`config.mk`:
```
export PLATFORM = sky130hd
export DESIGN_NAME = parking_occupancy
export DESIGN_NICKNAME = d
export VERILOG_FILES = /design/src/rtl/parking_occupancy.sv
export SDC_FILE = /design/constraint.sdc
export NUM_CORES = 1
export LEC_CHECK = 0
export BUFFER_PORTS_ARGS = -buffer_cell sky130_fd_sc_hd__buf_2
export CORE_ASPECT_RATIO = 1.25
export CORE_MARGIN = 2
export CORE_UTILIZATION = 35
export CTS_BUF_LIST = sky130_fd_sc_hd__clkbuf_4
export CTS_CLUSTER_SIZE = 8
export DETAILED_ROUTE_END_ITERATION = 8
export GPL_ROUTABILITY_DRIVEN = 1
export PLACE_DENSITY = 0.53
export SYNTH_ARGS = -nofsm -noshare
export SYNTH_HDL_FRONTEND = slang
export SYNTH_SLANG_ARGS = --single-unit
export TNS_END_PERCENT = 20
```
`constraint.sdc`:
```
create_clock -name clk -period 9.9 [get_ports clk]
set_input_delay 0.99 -clock clk [delete_from_list [all_inputs] [get_ports clk]]
set_output_delay 0.99 -clock clk [all_outputs]
set_load 0.03 [all_outputs]
```
`src/rtl/parking_occupancy.sv`:
```
// parking_occupancy: per-gate two-sensor entry/exit FSMs feeding a saturating occupancy counter; PARK_DEBOUNCE_EN adds sensor debounce filters
module parking_occupancy #(
    parameter int N_GATES = 2,
    parameter int CAPACITY = 100,
    parameter int CNT_W = 7,
    parameter int DEB_CYCLES = 4
) (
    input  logic               clk,
    input  logic               rst,
    input  logic [N_GATES-1:0] sensor1,
    input  logic [N_GATES-1:0] sensor2,
    output logic [N_GATES-1:0] incr,
    output logic [N_GATES-1:0] decr,
    output logic [CNT_W-1:0]   count,
    output logic               full,
    output logic               empty,
    output logic               sat_err
);
    typedef enum logic [1:0] {IDLE, FIRST, BOTH, LAST} state_t;
    localparam int W = CNT_W + 4;
    logic [N_GATES-1:0] s1, s2;
`ifdef PARK_DEBOUNCE_EN
    logic [2*N_GATES-1:0] raw, filt;
    assign raw = {sensor2, sensor1};
    assign {s2, s1} = filt;
    for (genvar b = 0; b < 2*N_GATES; b++) begin : g_deb
        logic [7:0] cnt;
        logic f;
        assign filt[b] = f;
        always_ff @(posedge clk)
            if (rst) begin
                f <= 1'b0;
                cnt <= '0;
            end else if (raw[b] == f) begin
                cnt <= '0;
            end else if (cnt == 8'(DEB_CYCLES - 1)) begin
                f <= raw[b];
                cnt <= '0;
            end else begin
                cnt <= cnt + 8'd1;
            end
    end
`else
    assign s1 = sensor1;
    assign s2 = sensor2;
`endif
    for (genvar g = 0; g < N_GATES; g++) begin : g_gate
        state_t st, nx;
        logic dir, dir_nx, done, far, inc_q, dec_q;
        logic [1:0] s;
        // dir: 0 = entering (outer sensor first), 1 = leaving
        assign s = {s1[g], s2[g]};
        assign far = dir ? s == 2'b10 : s == 2'b01;
        always_ff @(posedge clk)
            if (rst) begin
                st <= IDLE;
                dir <= 1'b0;
                inc_q <= 1'b0;
                dec_q <= 1'b0;
            end else begin
                st <= nx;
                dir <= dir_nx;
                inc_q <= done && !dir;
                dec_q <= done && dir;
            end
        always_comb begin
            nx = st;
            dir_nx = dir;
            case (st)
                IDLE: begin
                    nx = s == 2'b10 || s == 2'b01 ? FIRST : IDLE;
                    dir_nx = s == 2'b01 ? 1'b1 : s == 2'b10 ? 1'b0 : dir;
                end
                FIRST: nx = s == 2'b11 ? BOTH : s == 2'b00 ? IDLE : FIRST;
                BOTH: nx = s == 2'b00 ? IDLE : s == 2'b11 ? BOTH : far ? LAST : FIRST;
                LAST: nx = s == 2'b00 ? IDLE : s == 2'b11 ? BOTH : LAST;
                default: nx = IDLE;
            endcase
        end
        always_comb done = st == LAST && s == 2'b00;
        assign incr[g] = inc_q;
        assign decr[g] = dec_q;
    end
    logic signed [W-1:0] sum;
    logic lo, hi;
    // all gates are summed before clipping so opposing moves cancel
    always_comb begin
        sum = $signed(W'(count));
        for (int i = 0; i < N_GATES; i++) sum = sum + $signed(W'(incr[i])) - $signed(W'(decr[i]));
        lo = sum[W-1];
        hi = !lo && sum > $signed(W'(CAPACITY));
    end
    always_ff @(posedge clk)
        if (rst) begin
            count <= '0;
            sat_err <= 1'b0;
        end else begin
            count <= lo ? '0 : hi ? CNT_W'(CAPACITY) : sum[CNT_W-1:0];
            sat_err <= sat_err | lo | hi;
        end
    assign full = count == CNT_W'(CAPACITY);
    assign empty = count == '0;
endmodule
```
==> results.txt, run 1 <==
Mapped Nets - 303
syn_area_per_cell - 7.947 um2
# fillers - 610
flops & latches, synth - 18
Port-buffer cells - 19
cts-stage hold buffer count - 0
fraction of registers with async set/reset - 0%
cells after synthesis - 270
DR pass1 iterations - 4
post-synth top area cell - dfxtp_1
Crit path required time - 10090 ps
setup ws final - 5668 ps
Slew HR - 59.80%
Primary FF master, synth - dfxtp_1
RR Endpoint - sat_err$_SDFF_PP0_
WL per Instance - 14.27 um
register area share after synthesis - 16.79%
worst setup path category - reg -> reg
hold endpoint - g_gate[1].inc_q$_SDFF_PP0_
R2R cell count - 16
cell area after synthesis - 0.002146 mm2
f_max - 0.2363 GHz
Tot GR Track Use - 16.13%
Yosys cell types - 65
RSZ-0062 raised after global routing - no
Worst-Skew Late Latency - 300 ps
crit end category - flip-flop
Worst path max stage delay - 530 ps
reg2reg start - g_gate[0].inc_q$_SDFF_PP0_
reg-to-reg slack, setup - 5670 ps
Die W - 74.04 um
CP Data Arrival Time - 4420 ps
CP max stage cell - fa_1
Yosys top cell area share - 16.79%
vias per inst - 5.284
layout cells sized above 1 - 15.66%
clk sink count - 18
num rows - 31
# setup viols final - 0
# diodes - 0
Initial Util - 36.64%
worst slack at placement - 5682 ps
Worst-path clk slew - 120 ps
CTS Buf Count - 3
actual slew at the worst max-slew pin - 602.9 ps
Die Footprint - 0.006777 mm2
Tcrit/Tclk final - 42.74%
vias in the first global route - 1821
Final Hold Viols - 0
status - complete, no violations
Setup TNS - 0 ps
H-tree depth - 1
GRT overflow - 0
min-delay worst type - reg -> reg
Worst setup SP type - flip-flop
Core Region - 0.005857 mm2
hold_sp - g_gate[1].dir$_SDFFE_PP0P_
first-pass GRT wire length - 8.618 mm
DIE HEIGHT - 91.54 um
maxcap violations - 0
Worst Path Buf+Inv - 4
clock root buffer - clkbuf_4
cell mode on critical path - inv_1
via count - 1918
largest net degree at the start of global routing - 13
hold path depth - 1
CTS tree - yes
cells along the critical path - inv_1 > ha_1 > inv_1 > ha_1 > inv_1 > fa_1 > inv_1 > fa_1 > nand2b_1 > a21oi_1 > o21ai_0 > a211o_1 > nand4_1 > and4_1 > o311a_1 > a31oi_1
setup bufs post-CTS - 0
clk buf depth - 2
CP top delay family - adder cells
Final Critical Period - 4232 ps
First DRT Iteration DRCs - 94
Detail Placement HPWL - 4.225 mm
Clock Skews - 11.45 ps
initial antenna violation count - 0
Synthesis Warnings - 0
top post-synthesis cells by area - dfxtp_1 17%, ha_1 15%, inv_1 5.8%, a21oi_1 4.0%, nor2_1 3.8%
final wirelength - 5.180 mm
Post-DRT Antenna Nets - 0
Nets - 315
drt drc - 0
crit path max fanout - 8
placer's final routability congestion estimate - 0.8627
Area Overhead vs Synth - 6.006%
post_cts resized - 0
I/O pin cnt - 20
Final Max Slew Viols - 0
Post-synth EDFFs - 0
## how the worst max path moves through the flow
stage	depth (start not counted)	end	slack, ps	startpoint
3_5_place_dp	16	sat_err$_SDFF_PP0_	5680	g_gate[0].inc_q$_SDFF_PP0_
5_1_grt	17	count[4]$_SDFF_PP0_	5380	g_gate[0].inc_q$_SDFF_PP0_
4_1_cts	16	sat_err$_SDFF_PP0_	5660	g_gate[0].inc_q$_SDFF_PP0_
2_1_floorplan	15	count[2]$_SDFF_PP0_	6180	count[1]$_SDFF_PP0_
3_3_place_gp	17	count[4]$_SDFF_PP0_	5660	g_gate[0].inc_q$_SDFF_PP0_
6_report	16	sat_err$_SDFF_PP0_	5670	g_gate[0].inc_q$_SDFF_PP0_
## Yosys cell counts (all sizes together), types with 6 or more instances
cell type and n:
nor2 22, a21oi 18, a31oi 7, nand3 6, o21ai 9, xnor2 7, nand2 14, dfxtp 18
nor3 9, buf 12, ha 25, inv 35, a211oi 6
## routing by layer
| metal | vias up | global-route usage (%) | share of wire, % |
|---|---|---|---|
| met4 | 0 | 5.455 | 1.9 |
| met5 | - | 0 | 0 |
| li1 | 997 | - | - |
| met2 | 28 | 27.53 | 50 |
| met1 | 885 | 20.74 | 46 |
| met3 | 8 | 1.443 | 1.7 |
## kinds of logic (layout without fill, tap and decap cells)
logic type / count (synthesis) / after routing / share of synthesized area (%)
AO/OA/AOI/OAI: 77 / 77 / 28.28
XOR/XNOR: 10 / 10 / 4.781
adder cells (fa/ha/maj): 27 / 27 / 16.44
buffers and inverters: 49 / 60 / 11.14
flip-flops: 18 / 18 / 16.79
multiplexers: 3 / 3 / 1.399
AND/OR/NAND/NOR: 86 / 86 / 21.17
## state kept, by name, summed over array words and instances, names as in the netlist
signal        cells
g_gate.st         4
count             7
g_gate.dir        2
g_gate.inc_q      2
g_gate.dec_q      2
sat_err           1
## stage by stage
stage / utilization [%] / hold slack (ps) / cell area (um2) / cells
2_1_floorplan: - / 422.9 / 2146 / 270
3_3_place_gp: 38.39 / 441.6 / 2248 / 359
3_5_place_dp: 38.39 / 441.1 / 2248 / 359
4_1_cts: 38.84 / 467.7 / 2275 / 363
5_1_grt: 38.84 / 477.8 / 2275 / 363
6_report: 38.84 / 462.9 / 2275 / 363
## layout make-up
cell class                 instances  area, um2  area share (%)
clock buffer                       3      22.52          0.9901
clock inverter                     1      3.754          0.1650
inverter                          37      143.9           6.326
multi-input combinational        203       1546           67.99
sequential                        18      360.3           15.84
tap                               82      102.6           4.510
timing repair buffer              19      95.09           4.180
## layout by cell type, fill, tap and decap left out, types with 6 or more instances in the layout
cell type  instances
inv_1             33
dfxtp_1           18
a21oi_1           17
nand2_1           14
nand3_1            6
a31oi_1            6
nor3_1             8
buf_2             19
ha_1              25
nor2_1            22
Power of run 1 is left out: the tool's default activity adds up to more than one toggle a clock period on the data nets, which glitch-free logic cannot reach.
==> inputs of run 2 (changes only) <==
--- a/config.mk
+++ b/config.mk
@@ -5,6 +5,7 @@
 export SDC_FILE = /design/constraint.sdc
 export NUM_CORES = 1
 export LEC_CHECK = 0
+export ABC_AREA = 1
 export BUFFER_PORTS_ARGS = -buffer_cell sky130_fd_sc_hd__buf_2
 export CORE_ASPECT_RATIO = 1.25
 export CORE_MARGIN = 2
@@ -13,7 +14,7 @@
 export CTS_CLUSTER_SIZE = 8
 export DETAILED_ROUTE_END_ITERATION = 8
 export GPL_ROUTABILITY_DRIVEN = 1
-export PLACE_DENSITY = 0.53
+export PLACE_DENSITY = 0.55
 export SYNTH_ARGS = -nofsm -noshare
 export SYNTH_HDL_FRONTEND = slang
 export SYNTH_SLANG_ARGS = --single-unit
==> constraint.sdc (replaced) <==
create_clock -name clk -period 3.6 [get_ports clk]
set_input_delay 0.36 -clock clk [delete_from_list [all_inputs] [get_ports clk]]
set_output_delay 0.36 -clock clk [all_outputs]
set_load 0.03 [all_outputs]
==> run 2 against run 1 <==
- sequential cell count is the same
- non-clock buffer count unchanged
- fmax up 28%
- register-to-register slack lost 5400 ps
- cell count increased by 3.9%
==> results.txt, run 2 <==
most frequent cell after synthesis - nand2_1
R2R cell count - 21 (+5)
number of cells on the critical path - 21 (+5)
crit path max fanout - 5 (-3)
Sequential Area - 360.3 um2 (unchanged)
Detail Placement HPWL - 3.569 mm (-16%)
clock root buffer - clkbuf_4
via count - 1785 (-6.9%)
top post-synthesis cells by area - dfxtp_1 19%, ha_1 16%, nand2_1 14%, inv_1 11%, nand3_1 8.9%
layout cells sized above 1 - 16.93% (+1.3 points)
syn_area_per_cell - 6.498 um2 (-18%)
drt drc - 0 (unchanged)
Worst Path Buf+Inv - 4 (unchanged)
Worst path max stage delay - 420 ps (-110 ps)
CTS tree - yes
crit end category - flip-flop
first-pass GRT wire length - 7.238 mm (-16%)
maxcap violations - 0 (unchanged)
Core Region - 0.005368 mm2 (-8.4%)
Worst-Skew Late Latency - 300 ps (about the same)
Tcrit/Tclk final - 91.75% (+49 points)
f_max - 0.3028 GHz (+28%)
most frequent cells in the layout - 71 x nand2_1, 55 x inv_1, 33 x nand3_1
Tot GR Track Use - 14.75% (-1.4 points)
max reg flops - 7 (unchanged)
num rows - 30 (-3.2%)
reg2reg start - g_gate[0].inc_q$_SDFF_PP0_
First DRT Iteration DRCs - 92 (-2.1%)
post-synth top area cell - dfxtp_1
Area Overhead vs Synth - 10.31%
Post-Route Utilization - 39.39% (+0.56 points)
actual slew at the worst max-slew pin - 287.4 ps (-315.6 ps)
Post-DRT Antenna Nets - 0 (unchanged)
Crit. Startpoint - g_gate[0].inc_q$_SDFF_PP0_
Crit path required time - 3840 ps (-6250 ps)
initial antenna violation count - 0 (unchanged)
WL per Instance - 10.85 um (-24%)
Synthesis Warnings - 0 (unchanged)
Worst setup SP type - flip-flop
largest net degree at the start of global routing - 12 (-1)
Initial Util - 35.71% (-0.93 points)
vias in the first global route - 1725 (-5.3%)
Yosys top cell area share - 18.80% (+2.0 points)
Die W - 70.19 um (-5.2%)
Slew HR - 80.77% (+21 points)
Yosys cell types - 33 (-49%)
Worst-path clk slew - 100 ps (-20 ps)
hold_sp - rst
status - complete, no violations
vias per inst - 4.735 (-10%)
RR Endpoint - count[4]$_SDFF_PP0_
cells after synthesis - 295 (+9.3%)
Setup crit end - count[4]$_SDFF_PP0_
reg-to-reg slack, setup - 300 ps (-5370 ps)
# fillers - 617 (+1.1%)
Nets - 347 (+10%)
Post-synth EDFFs - 0 (unchanged)
Die Footprint - 0.006088 mm2 (-10%)
clk buf depth - 2 (unchanged)
Largest Register - count
min-delay worst type - in -> reg
Final Critical Period - 3303 ps (-928.6 ps)
Primary FF master, synth - dfxtp_1
WHS - 380.5 ps (-82.38 ps)
Final Hold Viols - 0 (unchanged)
Mapped Nets - 328 (+8.3%)
CP max stage cell - fa_1
Post-synth top cells - 71 x nand2_1, 55 x inv_1, 34 x nand3_1
placer's final routability congestion estimate - 0.8685 (+0.67%)
H-tree depth - 1 (unchanged)
Final Max Slew Viols - 0 (unchanged)
register area share after synthesis - 18.80% (+2.0 points)
worst setup path category - reg -> reg
flops & latches, synth - 18 (unchanged)
biggest regs - count x7, g_gate.st x4
CP top delay family - adder cells
Clock Skews - 0.6055 ps (-10.84 ps)
cell mode on critical path - nand2_1
cells along the critical path - inv_1 > ha_1 > inv_1 > ha_1 > inv_1 > fa_1 > xnor2_2 > ha_2 > nand2_1 > nand2_1 > a31oi_1 > inv_1 > nand3_2 > nand3_1 > nand3_1 > nand2_1 > nand2_1 > nand2_1 > nor2_4 > nand3_2 > nor2_1
Port-buffer cells - 19 (unchanged)
multi-input logic area - 0.001331 mm2 (-14%)
DR pass1 iterations - 4 (unchanged)
DIE HEIGHT - 86.74 um (-5.2%)
final wirelength - 4.090 mm (-21%)
I/O pin cnt - 20 (unchanged)
# diodes - 0 (unchanged)
CTS Buf Count - 3 (unchanged)
clk sink count - 18 (unchanged)
GRT overflow - 0 (unchanged)
cts-stage hold buffer count - 0 (unchanged)
# setup viols final - 0 (unchanged)
commonest non-fill, non-tap cell in the layout - nand2_1
CP Data Arrival Time - 3540 ps (-880 ps)
fraction of registers with async set/reset - 0% (unchanged)
cell area after synthesis - 0.001917 mm2 (-11%)
==> run 2: cell count changes after synthesis, sizes merged, moves of 5 or more <==
cell / previous run / this run
a211oi: 6 / 0
a21oi: 18 / 9
buf: 12 / 4
inv: 35 / 59
nand2: 14 / 78
nand3: 6 / 40
nor2: 22 / 30
nor2b: 5 / 0
o31ai: 5 / 0
xnor2: 7 / 2
==> run 2: cell type report <==
class                      count  share of cell area [%]
timing repair buffer          19                   4.497
inverter                      59                   10.47
clock buffer                   3                   1.065
clock inverter                 1                  0.1775
tap                           64                   3.787
multi-input combinational    213                   62.96
sequential                    18                   17.04
==> run 2: through the flow <==
stage	TNS, ps	worst slack, ps	cell area [um2]	std cells
5_1_grt	-9.171	-9.171	2115	377
6_report	0	297.0	2115	377
4_1_cts	0	180.3	2085	377
3_3_place_gp	0	276.6	2058	373
3_5_place_dp	0	206.4	2058	373
2_1_floorplan	0	520.2	1917	295
==> run 2: cell families after synthesis <==
kind of cell | share of synthesized area (%)
AO/OA/AOI/OAI | 7.703
flip-flops | 18.80
buffers and inverters | 13.32
adder cells (fa/ha/maj) | 18.41
XOR/XNOR | 1.371
AND/OR/NAND/NOR | 40.41
==> run 2: how the worst min path moves through the flow <==
stage | to | slack [ps] | cells past startpoint
floorplan | g_gate[0].inc_q$_SDFF_PP0_ | 440 | 1
global placement | g_gate[1].inc_q$_SDFF_PP0_ | 500 | 1
detailed placement | g_gate[0].inc_q$_SDFF_PP0_ | 500 | 1
CTS | g_gate[0].st[0]$_SDFF_PP0_ | 370 | 2
global route | g_gate[0].st[0]$_SDFF_PP0_ | 380 | 2
finish | g_gate[0].st[0]$_SDFF_PP0_ | 380 | 2
==> run 2: what timing repair did <==
action	in CTS	in global routing
setup endpoints to repair	0	8
resized for setup	0	7
setup buffers	0	0
==> run 2: per-layer routing <==
layer,track usage [%],part of all wire [%],vias to the layer above
li1,-,-,972
met1,16.37,43,784
met3,2.093,2.2,8
met2,28.05,52,21
met5,0,0,-
met4,5.944,3.0,0
Power of run 2 is left out for the same reason.
==> inputs of run 3 (changes only) <==
--- a/config.mk
+++ b/config.mk
@@ -15,6 +15,7 @@
 export DETAILED_ROUTE_END_ITERATION = 8
 export GPL_ROUTABILITY_DRIVEN = 1
 export PLACE_DENSITY = 0.55
+export SETUP_SLACK_MARGIN = 0.5
 export SYNTH_ARGS = -nofsm -noshare
 export SYNTH_HDL_FRONTEND = slang
 export SYNTH_SLANG_ARGS = --single-unit
==> run 3 against run 2 <==
- global-route usage up 0.83 points
- core utilization up 4.3 points
- fmax up 7.7%
- setup slack better by 240 ps
- clock skew about the same
- routed wire length up 6.0%
- count of clock-buffer cells in the layout unchanged
- critical path type unchanged
==> results.txt, run 3 (synthesis gave the netlist of run 2 again) <==
placer's final routability congestion estimate - 0.8685 (unchanged)
min-delay worst type - in -> reg
DIE HEIGHT - 86.74 um (unchanged)
vias per inst - 4.822 (+1.8%)
CP Data Arrival Time - 3310 ps (-230 ps)
first-pass GRT wire length - 7.672 mm (+6.0%)
Worst-path clk slew - 100 ps (about the same)
Setup TNS - 0 ps (unchanged)
# fillers - 583 (-5.5%)
Die Footprint - 0.006088 mm2 (unchanged)
commonest non-fill, non-tap cell in the layout - nand2_1
reg-to-reg slack, setup - 530 ps (+240 ps)
Worst-Skew Late Latency - 300 ps (about the same)
Area Overhead vs Synth - 22.32%
clock root buffer - clkbuf_4
Crit. Startpoint - g_gate[0].inc_q$_SDFF_PP0_
R2R cell count - 19 (-9.5%)
Tot GR Track Use - 15.59% (+0.83 points)
drt drc - 0 (unchanged)
crit end category - flip-flop
Largest Register - count
Core Region - 0.005368 mm2 (unchanged)
Clock Skews - 0.5553 ps (-0.05027 ps)
worst setup path category - reg -> reg
DR pass1 iterations - 4 (unchanged)
CTS Buf Count - 3 (unchanged)
most frequent cells in the layout - 66 x nand2_1, 45 x inv_1, 27 x nand3_1
Initial Util - 35.71% (unchanged)
cts-stage hold buffer count - 0 (unchanged)
# setup viols final - 0 (unchanged)
crit path max fanout - 4 (-1)
# diodes - 0 (unchanged)
I/O pin cnt - 20 (unchanged)
f_max - 0.3262 GHz (+7.7%)
Crit path required time - 3840 ps (about the same)
maxcap violations - 0 (unchanged)
placed cell area - 0.002058 mm2 (unchanged)
Tcrit/Tclk final - 85.17% (-6.6 points)
Worst setup SP type - flip-flop
final wirelength - 4.335 mm (+6.0%)
Slew HR - 83.26% (+2.5 points)
Detail Placement HPWL - 3.569 mm (unchanged)
Final Max Slew Viols - 0 (unchanged)
Final Critical Period - 3066 ps (-236.9 ps)
largest net degree at the start of global routing - 12 (unchanged)
placed insts - 373 (unchanged)
Post-DRT Antenna Nets - 0 (unchanged)
biggest regs - count x7, g_gate.st x4
clk buf depth - 2 (unchanged)
initial antenna violation count - 0 (unchanged)
Setup crit end - count[4]$_SDFF_PP0_
post-route insts no fill - 387 (+2.7%)
layout cells sized above 1 - 30.03% (+13 points)
status - complete, no violations
H-tree depth - 1 (unchanged)
clk sink count - 18 (unchanged)
First DRT Iteration DRCs - 96 (+4.3%)
Port-buffer cells - 19 (unchanged)
GRT overflow - 0 (unchanged)
max reg flops - 7 (unchanged)
num rows - 30 (unchanged)
WL per Instance - 11.20 um (+3.3%)
via count - 1866 (+4.5%)
actual slew at the worst max-slew pin - 251.1 ps (-36.25 ps)
post-route cell area - 0.002345 mm2 (+11%)
Final Hold Viols - 0 (unchanged)
CTS tree - yes
RR Endpoint - count[4]$_SDFF_PP0_
vias in the first global route - 1822 (+5.6%)
RSZ-0062 raised after global routing - yes
Die W - 70.19 um (unchanged)
Nets - 357 (+2.9%)
reg2reg start - g_gate[0].inc_q$_SDFF_PP0_
## run 3: layer usage
layer	share of wire (%)	GRT usage, %
met3	2.9	2.209
met2	52	29.26
met1	42	17.31
met5	0	0
met4	3.4	6.993
## run 3: worst min path at each step
stage / start / to / slack, ps / cells after the start
floorplan: g_gate[0].dir$_SDFFE_PP0P_ / g_gate[0].inc_q$_SDFF_PP0_ / 440 / 1
global placement: g_gate[1].dir$_SDFFE_PP0P_ / g_gate[1].inc_q$_SDFF_PP0_ / 500 / 1
detailed placement: g_gate[0].dir$_SDFFE_PP0P_ / g_gate[0].inc_q$_SDFF_PP0_ / 500 / 1
CTS: rst / g_gate[0].st[0]$_SDFF_PP0_ / 370 / 2
global route: rst / g_gate[0].st[0]$_SDFF_PP0_ / 370 / 2
finish: rst / g_gate[0].st[0]$_SDFF_PP0_ / 370 / 2
## run 3: layout make-up
cell class	instances	area (um2)	share of cell area, %
inverter	59	229.0	9.765
sequential	18	362.8	15.47
clock buffer	3	22.52	0.9605
clock inverter	1	3.754	0.1601
timing repair buffer	29	170.2	7.257
multi-input combinational	213	1476	62.97
tap	64	80.08	3.415
## run 3: metrics by stage
stage	util, %	hold WS (ps)	worst slack (ps)
2_1_floorplan	-	438.3	520.2
3_3_place_gp	38.35	499.6	276.6
3_5_place_dp	38.35	495.7	206.4
4_1_cts	42.35	372.7	511.4
5_1_grt	43.68	373.0	353.0
6_report	43.68	372.7	534.0
## run 3: timing repair
action | CTS | global route
resized for setup | 32 | 16
pin swaps | 12 | 18
buffers inserted | 6 | 4
setup endpoints to repair | 8 | 8
## run 3: critical path, cell delays in order (launching register included)
cell	delay (ps)
dfxtp_2	350
inv_2	40
ha_4	200
inv_2	60
ha_4	140
inv_2	40
fa_2	570
inv_4	60
fa_2	390
inv_2	80
a31oi_4	90
inv_2	80
nand3_4	90
nand2_1	70
nand2_1	70
nand2_1	80
nand3b_1	110
a21oi_2	240
nand3_4	130
nor2_2	130
Power of run 3 is left out for the same reason.
